$ cat src/rtl/eth_rx_mac_filter.sv
// Serial-to-byte receiver for an Ethernet frame sink with destination-address filtering.
// Assembles LSB-first bytes from an asynchronous sck/mosi/ss link and flags frames not addressed to this station.
module eth_rx_mac_filter #(
  parameter logic [47:0] MAC_ADDR = 48'hFEFAF6F2EEEA,
  parameter int          ADDR_W   = 11
) (
  input  logic              clk,
  input  logic              rst,
  input  logic              sck,
  input  logic              mosi,
  input  logic              ss,
  input  logic              ena,
  output logic [7:0]        recv_d,
  output logic [ADDR_W-1:0] recv_byte_cnt,
  output logic              n_recv_buf_we,
  output logic              n_inhibit
);

  localparam logic [ADDR_W-1:0] IDX_MAX = {ADDR_W{1'b1}};
  localparam logic [ADDR_W-1:0] DEST_LEN = ADDR_W'(6);

  logic              sck_meta_q, sck_sync_q, sck_prev_q;
  logic              mosi_meta_q, mosi_sync_q;
  logic              ss_meta_q, ss_sync_q;
  logic [7:0]        shift_q, shift_d;
  logic [2:0]        bit_cnt_q, bit_cnt_d;
  logic [ADDR_W-1:0] byte_idx_q, byte_idx_d;
  logic              idx_done_q, idx_done_d;
  logic [7:0]        recv_d_q, recv_d_d;
  logic [ADDR_W-1:0] recv_cnt_q, recv_cnt_d;
  logic              we_n_q, we_n_d;
  logic              ucast_ok_q, ucast_ok_d;
  logic              bcast_ok_q, bcast_ok_d;
  logic              inhibit_n_q, inhibit_n_d;
  logic              sck_rise, bit_take;
  logic [7:0]        mac_byte;

  always_ff @(posedge clk) begin
    if (rst) begin
      sck_meta_q  <= 1'b0;
      sck_sync_q  <= 1'b0;
      sck_prev_q  <= 1'b0;
      mosi_meta_q <= 1'b0;
      mosi_sync_q <= 1'b0;
      ss_meta_q   <= 1'b0;
      ss_sync_q   <= 1'b0;
      shift_q     <= 8'h00;
      bit_cnt_q   <= 3'd0;
      byte_idx_q  <= '0;
      idx_done_q  <= 1'b0;
      recv_d_q    <= 8'h00;
      recv_cnt_q  <= '0;
      we_n_q      <= 1'b1;
      ucast_ok_q  <= 1'b1;
      bcast_ok_q  <= 1'b1;
      inhibit_n_q <= 1'b1;
    end else begin
      sck_meta_q  <= sck;
      sck_sync_q  <= sck_meta_q;
      sck_prev_q  <= sck_sync_q;
      mosi_meta_q <= mosi;
      mosi_sync_q <= mosi_meta_q;
      ss_meta_q   <= ss;
      ss_sync_q   <= ss_meta_q;
      shift_q     <= shift_d;
      bit_cnt_q   <= bit_cnt_d;
      byte_idx_q  <= byte_idx_d;
      idx_done_q  <= idx_done_d;
      recv_d_q    <= recv_d_d;
      recv_cnt_q  <= recv_cnt_d;
      we_n_q      <= we_n_d;
      ucast_ok_q  <= ucast_ok_d;
      bcast_ok_q  <= bcast_ok_d;
      inhibit_n_q <= inhibit_n_d;
    end
  end

  // Write strobe: n_recv_buf_we is low for exactly one clk cycle per completed byte;
  // recv_d/recv_byte_cnt are valid during that cycle and hold until the next byte.
  always_comb begin
    shift_d    = shift_q;
    bit_cnt_d  = bit_cnt_q;
    byte_idx_d = byte_idx_q;
    idx_done_d = idx_done_q;
    recv_d_d   = recv_d_q;
    recv_cnt_d = recv_cnt_q;
    we_n_d     = 1'b1;
    sck_rise   = sck_sync_q & ~sck_prev_q;
    bit_take   = sck_rise & ss_sync_q & ena;
    if (!ss_sync_q) begin
      shift_d    = 8'h00;
      bit_cnt_d  = 3'd0;
      byte_idx_d = '0;
      idx_done_d = 1'b0;
    end else if (bit_take) begin
      shift_d   = {mosi_sync_q, shift_q[7:1]};
      bit_cnt_d = bit_cnt_q + 3'd1;
      // Once the index has saturated and its byte was written, later bytes are dropped.
      if (bit_cnt_q == 3'd7 && !idx_done_q) begin
        recv_d_d   = shift_d;
        recv_cnt_d = byte_idx_q;
        we_n_d     = 1'b0;
        if (byte_idx_q == IDX_MAX) idx_done_d = 1'b1;
        else                       byte_idx_d = byte_idx_q + ADDR_W'(1);
      end
    end
  end

  always_comb begin
    case (recv_cnt_q[2:0])
      3'd0:    mac_byte = MAC_ADDR[47:40];
      3'd1:    mac_byte = MAC_ADDR[39:32];
      3'd2:    mac_byte = MAC_ADDR[31:24];
      3'd3:    mac_byte = MAC_ADDR[23:16];
      3'd4:    mac_byte = MAC_ADDR[15:8];
      default: mac_byte = MAC_ADDR[7:0];
    endcase
  end

  // The filter judges the byte during its strobe cycle, so rejection lands one edge later.
  always_comb begin
    ucast_ok_d  = ucast_ok_q;
    bcast_ok_d  = bcast_ok_q;
    inhibit_n_d = inhibit_n_q;
    if (!ss_sync_q) begin
      ucast_ok_d  = 1'b1;
      bcast_ok_d  = 1'b1;
      inhibit_n_d = 1'b1;
    end else if (!we_n_q && recv_cnt_q < DEST_LEN) begin
      if (recv_d_q != mac_byte) ucast_ok_d = 1'b0;
      if (recv_d_q != 8'hFF)    bcast_ok_d = 1'b0;
      if (!ucast_ok_d && !bcast_ok_d) inhibit_n_d = 1'b0;
    end
  end

  assign recv_d        = recv_d_q;
  assign recv_byte_cnt = recv_cnt_q;
  assign n_recv_buf_we = we_n_q;
  assign n_inhibit     = inhibit_n_q;

endmodule

$ cat config.mk
export PLATFORM = sky130hd
export DESIGN_NAME = eth_rx_mac_filter
export DESIGN_NICKNAME = d
export VERILOG_FILES = /design/src/rtl/eth_rx_mac_filter.sv
export SDC_FILE = /design/constraint.sdc
export NUM_CORES = 1
export LEC_CHECK = 0
export BUFFER_PORTS_ARGS = -buffer_cell sky130_fd_sc_hd__buf_2
export CORE_MARGIN = 2
export CORE_UTILIZATION = 45
export DETAILED_ROUTE_END_ITERATION = 10
export PLACE_DENSITY = 0.66
export SETUP_SLACK_MARGIN = 0.3
export SLEW_MARGIN = 0
export SYNTH_ARGS = -nofsm -noshare
export SYNTH_HDL_FRONTEND = slang
export SYNTH_SLANG_ARGS = --single-unit
$ cat constraint.sdc
create_clock -name clk -period 5.46 [get_ports clk]
set_clock_uncertainty 0.15 [all_clocks]
set_input_delay 0.546 -clock clk [delete_from_list [all_inputs] [get_ports clk]]
set_output_delay 0.546 -clock clk [all_outputs]
set_load 0.02 [all_outputs]
==> results of run 1 <==
[kinds of logic after synthesis]
family / share of synthesized area, %
and+or+nand+nor: 27.0
buffers and inverters: 2.21
adders and majority gates: 1.84
DFF: 51.0
xor gates and xnor gates: 1.29
AOI/OAI and AO/OA: 16.1
muxes: 0.491
[metrics by stage]
stage	hold WS, ps	setup WS (ps)	util [%]	instance area [um^2]	std cells
2_1_floorplan	264	3630	-	2040	241
3_3_place_gp	270	2710	50.4	2190	308
3_5_place_dp	281	2660	50.4	2190	308
4_1_cts	291	2950	52.2	2270	315
5_1_grt	300	2680	52.2	2270	315
6_report	296	2980	52.2	2270	315
[path summary, 6_finish.rpt]
kind / from / end / slack, ps / cells after the start
worst min register to register: ss_meta_q / ss_sync_q / 300 / 1
worst min-delay path: ss_meta_q / ss_sync_q / 300 / 1
worst max-delay path: sck_prev_q / byte_idx_q[2] / 2980 / 4
worst max register to register: sck_prev_q / byte_idx_q[2] / 2980 / 4
[layout make-up]
| cell class | instances | area (um^2) | area share, % |
|---|---|---|---|
| Clock buffer | 6 | 72.6 | 3.19 |
| Clock inverter | 1 | 5.00 | 0.220 |
| Inverter | 1 | 3.75 | 0.165 |
| Multi-Input combinational cell | 177 | 955 | 42.0 |
| Sequential cell | 52 | 1040 | 45.8 |
| Tap cell | 52 | 65.1 | 2.86 |
| Timing Repair Buffer | 26 | 130 | 5.73 |
[state kept, by name, summed over array words and instances (netlist names), 3 cells and up]
signal	flops
recv_d	8
recv_byte_cnt	11
bit_cnt_q	3
byte_idx_q	11
shift_q	7
[where the power goes]
part	switching [W]	internal, W
Combinational	0.00000587	0.00000298
Sequential	0.000000744	0.000381
Clock	0.000117	0.0000873
Total	0.000123	0.000471
[placed cells by master, fill, tap and decap left out, types with 3 or more instances in the layout]
cell type,instances
nor2b_1,9
or3_1,5
nor2_1,9
clkbuf_8,5
o21ai_0,6
ha_1,3
buf_2,26
nor3_1,5
dfxtp_1,52
a21oi_1,37
nand3_1,5
nand2_1,65
[layer usage]
layer | wire [um] | vias up | GRT usage (%)
met2 | 1790 | 32 | 25.8
li1 | - | 873 | -
met5 | 0 | - | 0
met4 | 84 | 0 | 8.18
met1 | 1960 | 785 | 23.3
met3 | 149 | 7 | 3.38
==> impl_metrics.py, run 1 <==
metrics = {
    "outcome": {
        "status": "completed",
    },
    "worst_setup_path": {
        "critical_path.top_delay_family": "simple AND/OR/NAND/NOR gates",
        "cp-end-kind": "flop",
        "crit_type": "reg2reg",
        "path_buf_inv": 0,
        "cp.arrival_ps": 2550,
        "worst-endpoint-required_ps": 5530,
        "path_cells": "nand4b_1 -> nor2_1 -> a21oi_1 -> nor3_1",
        "slowest_stage": "nor2_1",
        "startpoint_type": "flop",
        "slowest_delay_ps": 1100,
        "critical_path.max_fanout": 21,
    },
    "cts": {
        "clock-sinks": 52,
        "cts_tree": "built",
        "cts_buffers": 5,
        "clockBufferDepth": 2,
        "root_buffer": "clkbuf_8",
        "clk_pin_slew_ps": 80,
        "clkLatencyLatePin_ps": 300,
        "ctsHoldBuffers": 0,
        "post_cts_buffers": 0,
        "cts_resized": 0,
        "h-tree-depth": 2,
    },
    "floorplanning": {
        "coreArea_um2": 4350,
        "rows": 24,
        "die_area_um2": 5090,
        "fp.dieW_um": 71.3,
        "start_util_pct": 46.9,
        "boundaryPins": 27,
        "die_h_um": 71.3,
    },
    "timing": {
        "timing.final.crit_share_pct": 45.5,
        "period_minus_slack_ps": 2480,
        "tns_ps": 0,
        "setup_viol": 0,
        "tightestPinTransition_ps": 1220,
        "maxSlewViolCount": 0,
        "hold_viol_final": 0,
        "slew_headroom_pct": 18.4,
        "max_freq_mhz": 403,
        "grt_setup_unrepaired": "no",
    },
    "global_routing": {
        "track_usage_pct": 17.0,
        "grt_overflow": 0,
        "antenna_found_initial": 0,
        "grt_pass1_vias": 1461,
        "grt_max_degree": 30,
        "grt_pass1_wl_um": 6840,
    },
    "layout": {
        "layout-drive-gt1-share_pct": 14.1,
        "n_antenna_cell": 0,
        "layout.nets": 272,
        "fillCellCount": 432,
        "syn2layout_area_growth_pct": 11.3,
    },
    "synth": {
        "synth_top_area_share_pct": 51.0,
        "synth_top_area_cell": "dfxtp_1",
        "synth_common_cells": "nand2_1, dfxtp_1, a21oi_1",
        "synth_area_leaders": "dfxtp_1, nand2_1, a21oi_1",
        "synth_warnings": 0,
        "yosysMostFrequentCell": "nand2_1",
        "synth_seq_cells": 52,
        "syn_inst": 241,
        "postSynth.asyncResetShare_pct": 0,
        "ys_types": 39,
        "synth_edf_count": 0,
        "yosysSeqAreaShare_pct": 51.0,
        "syn_area_per_cell_um2": 8.47,
        "synth_top_flop_cell": "dfxtp_1",
        "synth_area_um2": 2040,
        "syn-num-nets": 250,
    },
    "routing": {
        "wire_per_inst_um": 12.7,
        "drt_iter0_markers": 77,
        "wirelength_um": 3990,
        "ant_nets": 0,
        "vias_per_cell": 5.39,
        "drc": 0,
        "drt_pass1_iterations": 4,
        "via_count": 1697,
    },
    "placed_design": {
        "dp_hpwl_um": 2820,
        "io_buffers": 26,
        "place.gp.congestion": 0.799,
    },
    "job": {
        "max_cap_viol_count": 0,
    },
    "power_and_ir_drop": {
        "total_power_w": 0.000595,
        "p_leak_nw": 0.768,
        "power-per-cell-area_nw_per_um2": 262,
        "peakVddDrop_uv": 155,
    },
    "min_path": {
        "min_path_type": "reg2reg",
    },
}
Power figures use the tool's default switching activity.
==> inputs of run 2 (changes only) <==
ABC_AREA = 1   (was not set)
clock period = 2.3 ns   (was 5.46 ns; I/O delays follow)
==> run 2 against run 1 <==
Compared with the run above: non-clock buffer count grew 8; setup slack got worse by 2400 ps; area after synthesis up 5.0%; register-to-register slack got worse by 2400 ps; total power rose by 150%; sequential power up 140%; first-iteration DRC count increased by 16%; sequential share of layout area is 3.5 points lower; maximum frequency grew 43%; synthesized cell count increased by 18%; clock power increased to 2.6 times the previous value; clock-buffer cell count stayed put; critical endpoint is now byte_idx_q[9].
==> impl_metrics.py, run 2 <==
metrics = {
    "layout": {
        "syn2layout_area_growth_pct": 14.7,
        "stdcell_count": 371,
        "layout.nets": 325,
        "mostFrequentLayoutCells": "dfxtp_1, nor2_1, nand2_1, inv_1, o21ai_0",
        "layout-drive-gt1-share_pct": 15.5,
        "layout_commonest_cell": "dfxtp_1",
        "n_antenna_cell": 0,
    },
    "cts": {
        "clk_pin_slew_ps": 90,
        "clockBufferDepth": 2,
        "root_buffer": "clkbuf_8",
        "clkLatencyLatePin_ps": 300,
        "cts_resized": 0,
        "cts_tree": "built",
        "h-tree-depth": 2,
        "cts_buffers": 5,
        "clock-sinks": 52,
        "post_cts_buffers": 0,
    },
    "timing": {
        "grt_setup_unrepaired": "no",
        "timing.final.crit_share_pct": 75.4,
        "period_minus_slack_ps": 1730,
        "hold_viol_final": 0,
        "setup_viol": 0,
        "maxSlewViolCount": 0,
        "max_freq_mhz": 577,
        "tightestPinTransition_ps": 332,
        "tns_ps": 0,
        "fin_hold_ws_ps": 81.5,
        "slew_headroom_pct": 77.9,
    },
    "synth": {
        "synth_edf_count": 0,
        "syn-num-nets": 294,
        "synth_seq_cells": 52,
        "synth_top_area_cell": "dfxtp_1",
        "postSynth.asyncResetShare_pct": 0,
        "synth_top_flop_cell": "dfxtp_1",
        "synth_area_leaders": "dfxtp_1, nor2_1, nand2_1",
        "yosysSeqAreaShare_pct": 48.6,
        "synth_top_area_share_pct": 48.6,
        "syn_inst": 285,
        "syn_area_per_cell_um2": 7.52,
        "synth_warnings": 0,
        "synth_common_cells": "dfxtp_1, nor2_1, nand2_1",
        "ys_types": 26,
        "yosysMostFrequentCell": "dfxtp_1",
        "synth_area_um2": 2140,
    },
    "routing": {
        "via_count": 1805,
        "wire_per_inst_um": 11.6,
        "drt_pass1_iterations": 4,
        "wirelength_um": 4320,
        "drc": 0,
        "drt_iter0_markers": 89,
        "ant_nets": 0,
        "vias_per_cell": 4.87,
    },
    "power_and_ir_drop": {
        "peakVddDrop_uv": 406,
        "p_leak_nw": 1.05,
        "total_power_w": 0.00148,
        "power-per-cell-area_nw_per_um2": 601,
    },
    "global_routing": {
        "grt_overflow": 0,
        "track_usage_pct": 17.7,
        "grt_pass1_vias": 1580,
        "grt_max_degree": 18,
        "antenna_found_initial": 0,
        "grt_pass1_wl_um": 7240,
    },
    "worst_setup_path": {
        "cp-end-kind": "flop",
        "startpoint_type": "flop",
        "cp.arrival_ps": 1830,
        "worst-endpoint-required_ps": 2390,
        "critical_path.max_fanout": 14,
        "crit_type": "reg2reg",
    },
    "placed_design": {
        "dp_hpwl_um": 3090,
        "place.gp.congestion": 0.844,
        "io_buffers": 26,
        "dp.cells": 360,
    },
    "min_path": {
        "min_path_type": "in2reg",
    },
    "floorplanning": {
        "boundaryPins": 27,
        "start_util_pct": 46.0,
        "coreArea_um2": 4660,
        "rows": 25,
        "die_h_um": 73.0,
        "die_area_um2": 5330,
        "fp.dieW_um": 73.0,
    },
    "outcome": {
        "status": "completed",
    },
    "job": {
        "max_cap_viol_count": 0,
    },
}
==> run 2: cell types whose count changed after synthesis, moves of 4 or more <==
cell / previous run / this run
a21oi_1: 37 / 26
xor2_1: 1 / 5
buf_2: 0 / 5
nand3_1: 5 / 15
nor2b_1: 9 / 0
o21ai_0: 6 / 27
nand2_1: 65 / 46
inv_1: 1 / 30
nor2_1: 9 / 51
or3_1: 5 / 0
clkbuf_1: 10 / 2
==> run 2: through the flow <==
| stage | setup WS [ps] | cell area (um^2) | utilization (%) |
|---|---|---|---|
| final | 566 | 2460 | 52.7 |
| after global routing | 365 | 2460 | 52.7 |
| after CTS | 539 | 2460 | 52.7 |
| after detailed placement | 569 | 2330 | 50.0 |
| after global placement | 633 | 2330 | 50.0 |
| after floorplan | 822 | 2140 | - |
==> run 2: final cells by class <==
class / count / area [um^2]
Clock buffer: 6 / 82.6
Timing Repair Buffer: 34 / 198
Inverter: 33 / 124
Fill cell: 483 / 2200
Tap cell: 54 / 67.6
Sequential cell: 52 / 1040
Multi-Input combinational cell: 190 / 930
Clock inverter: 2 / 15.0
==> run 2: final timing paths <==
path | slack (ps) | start | endpoint | cells after the start
worst max register to register | 570 | bit_cnt_q[0] | byte_idx_q[9] | 9
worst min register to register | 250 | mosi_meta_q | mosi_sync_q | 2
worst min-delay path | 80 | rst | recv_d[1] | 2
worst max-delay path | 570 | bit_cnt_q[0] | byte_idx_q[9] | 9
==> run 2: cell families (layout without fill, tap and decap cells) <==
kind of cell,Yosys count,count (layout),share of synthesized area (%)
AND/OR/NAND/NOR,127,127,26.5
AO/OA/AOI/OAI,54,54,12.7
adder cells (fa/ha/maj),3,3,1.75
buffers and inverters,43,75,8.00
XOR/XNOR,6,6,2.45
flip-flops,52,52,48.6
==> run 2: timing repair <==
action,CTS,global route
endpoints found under the setup margin,0,0
hold buffers,3,0
hold endpoints to repair,3,0
==> run 2: worst max-delay path: stages, from the launching register on <==
cell	delay, ps
dfxtp_1	360
ha_1	150
ha_1	130
nand2_1	80
nor2_4	250
buf_4	240
nand3_1	110
nand2_1	70
nand2_1	40
nor2_1	90
==> run 2: where the power goes <==
part	internal [W]	switching, W
registers	0.000905	0.00000196
logic	0.0000127	0.0000187
clock network	0.000244	0.000296
total	0.00116	0.000316
==> run 2: layer usage <==
layer	track usage, %	up-vias	share of wire (%)
li1	-	970	-
met1	25.5	792	52
met2	26.5	39	44
met3	4.42	4	4.1
met4	4.73	0	0.67
met5	0	-	0
==> inputs of run 3 (changes only) <==
PLACE_DENSITY = 0.68   (was 0.66)
clock period = 1.5 ns   (was 2.3 ns; I/O delays follow)
==> run 3 against run 2 <==
Compared with the run above: the flow now finishes with violations (negative setup slack); maximum frequency grew 12%; combinational power up 82%; register-to-register slack worse by 610 ps; clock power is 50% higher; sequential cell count did not move.
==> impl_metrics.py, run 3 (synthesized netlist as in run 2, its figures left out) <==
metrics = {
    "worst_setup_path": {
        "r2r_cells": 9,
        "path_buf_inv": 2,
        "cp-end-kind": "flop",
        "critical_path.top_delay_family": "flip-flops",
        "critical_path.max_fanout": 5,
        "startpoint_type": "flop",
        "r2r_start": "bit_cnt_q[0]",
        "crit_type": "reg2reg",
        "r2r_setup_slack_ps": -40,
        "slowest_stage": "dfxtp_2",
        "r2r_end": "byte_idx_q[6]",
        "path_cells": "ha_4 -> ha_4 -> nand2_4 -> nor2_4 -> buf_6 -> nand2_8 -> inv_6 -> nand2_1 -> a21oi_2",
        "cp.arrival_ps": 1640,
        "crit_path_frequent_cell": "ha_4",
        "worst-endpoint-required_ps": 1600,
        "slowest_delay_ps": 360,
    },
    "timing": {
        "fin_hold_ws_ps": 24.8,
        "hold_viol_final": 0,
        "max_freq_mhz": 649,
        "timing.final.crit_share_pct": 103,
        "maxSlewViolCount": 0,
        "fin_ws_ps": -41.1,
        "grt_setup_unrepaired": "yes",
        "slew_headroom_pct": 85.0,
        "period_minus_slack_ps": 1540,
        "tightestPinTransition_ps": 223,
        "setup_viol": 12,
    },
    "routing": {
        "wire_per_inst_um": 12.9,
        "routed.top_layer": "met4",
        "ant_nets": 0,
        "wirelength_um": 5050,
        "via_count": 1958,
        "vias_per_cell": 5.02,
        "wl_met1_um": 2310,
        "drt_iter0_markers": 163,
        "drc": 0,
        "drt_pass1_iterations": 4,
        "dr_wl_met2_um": 2410,
        "met3_length_um": 256,
    },
    "floorplanning": {
        "die_h_um": 73.0,
        "coreArea_um2": 4660,
        "start_util_pct": 46.0,
        "die_area_um2": 5330,
        "boundaryPins": 27,
        "rows": 25,
        "fp.dieW_um": 73.0,
    },
    "outcome": {
        "failed_checks": "negative setup slack",
        "status": "finished with violations",
    },
    "cts": {
        "root_buffer": "clkbuf_8",
        "cts_tree": "built",
        "clockBufferDepth": 2,
        "h-tree-depth": 2,
        "clkLatencyLatePin_ps": 310,
        "clk_pin_slew_ps": 100,
        "clock-sinks": 52,
        "cts_buffers": 5,
    },
    "power_and_ir_drop": {
        "p_leak_nw": 1.16,
        "power-per-cell-area_nw_per_um2": 798,
        "total_power_w": 0.00225,
        "peakVddDrop_uv": 695,
    },
    "layout": {
        "layout.nets": 344,
        "syn2layout_area_growth_pct": 31.8,
        "mostFrequentLayoutCells": "nor2_1, nand2_1, dfxtp_1, inv_1",
        "n_antenna_cell": 0,
        "layout-drive-gt1-share_pct": 34.5,
        "layout_commonest_cell": "nor2_1",
        "fillCellCount": 424,
    },
    "placed_design": {
        "place.gp.congestion": 0.873,
        "io_buffers": 26,
        "dp_hpwl_um": 3370,
    },
    "min_path": {
        "hold_end": "recv_byte_cnt[8]",
        "hp-start": "rst",
        "min_path_type": "in2reg",
        "hold_path_depth": 3,
    },
    "job": {
        "max_cap_viol_count": 0,
    },
    "global_routing": {
        "grt_max_degree": 18,
        "antenna_found_initial": 0,
        "grt_overflow": 0,
        "grt_pass1_wl_um": 8040,
        "grt_pass1_vias": 1683,
        "track_usage_pct": 19.9,
    },
}
## run 3: cell count changes in the layout (fill, tap and decap cells not counted), sizes merged
cell,before,now
buf,31,48
clkinv,1,2
clkinvlp,2,1
inv,32,33
nand2,48,49
## run 3: report_power, final
group          switching, W  internal, W   total, W  leakage, nW
logic             0.0000327    0.0000244  0.0000571        0.693
registers        0.00000407      0.00138    0.00139        0.430
clock network      0.000475     0.000333   0.000808       0.0414
## run 3: per-stage QoR
stage	instance area, um^2	util, %	std cells	setup TNS (ps)	setup WS, ps
floorplan	2210	-	285	0	102
global placement	2460	52.9	371	0	54.2
detailed placement	2460	52.9	371	-5.76	-5.76
CTS	2690	57.8	386	-329	-45.8
global route	2820	60.6	390	-2420	-128
finish	2820	60.6	390	-212	-41.1
## run 3: how the worst max path moves through the flow
stage                       end          from  cells past startpoint
6_report          byte_idx_q[6]  bit_cnt_q[0]                      9
5_1_grt           byte_idx_q[7]  bit_cnt_q[0]                      9
4_1_cts        recv_byte_cnt[5]  bit_cnt_q[1]                      8
3_5_place_dp      byte_idx_q[6]  bit_cnt_q[1]                      9
3_3_place_gp      byte_idx_q[4]  bit_cnt_q[0]                      8
2_1_floorplan  recv_byte_cnt[2]  bit_cnt_q[1]                      8
## run 3: timing repair
item                                    CTS  global route
pin swaps                                 3            10
endpoints found under the setup margin   48            45
endpoints found under the hold margin     3             0
resized for setup                        26            41
hold buffers                              3             0
cloned                                    2             0
buffers inserted                          2             4
## run 3: layout make-up
class	count	area [um^2]	area share, %
clock buffer	6	72.6	2.57
clock inverter	2	16.3	0.576
inverter	33	141	5.01
multi-input combinational	191	1090	38.7
sequential	52	1070	37.9
tap	54	67.6	2.39
timing repair buffer	51	357	12.6
timing repair inverter	1	6.26	0.222
## run 3: routing by layer
metal	global-route usage, %	up-vias
li1	-	1011
met1	27.4	893
met2	30.3	47
met3	4.42	7
met4	7.61	0
met5	0	-
## run 3: worst min-delay path: stages
cell,delay [ps]
buf_2,90
buf_4,170
a211oi_2,40
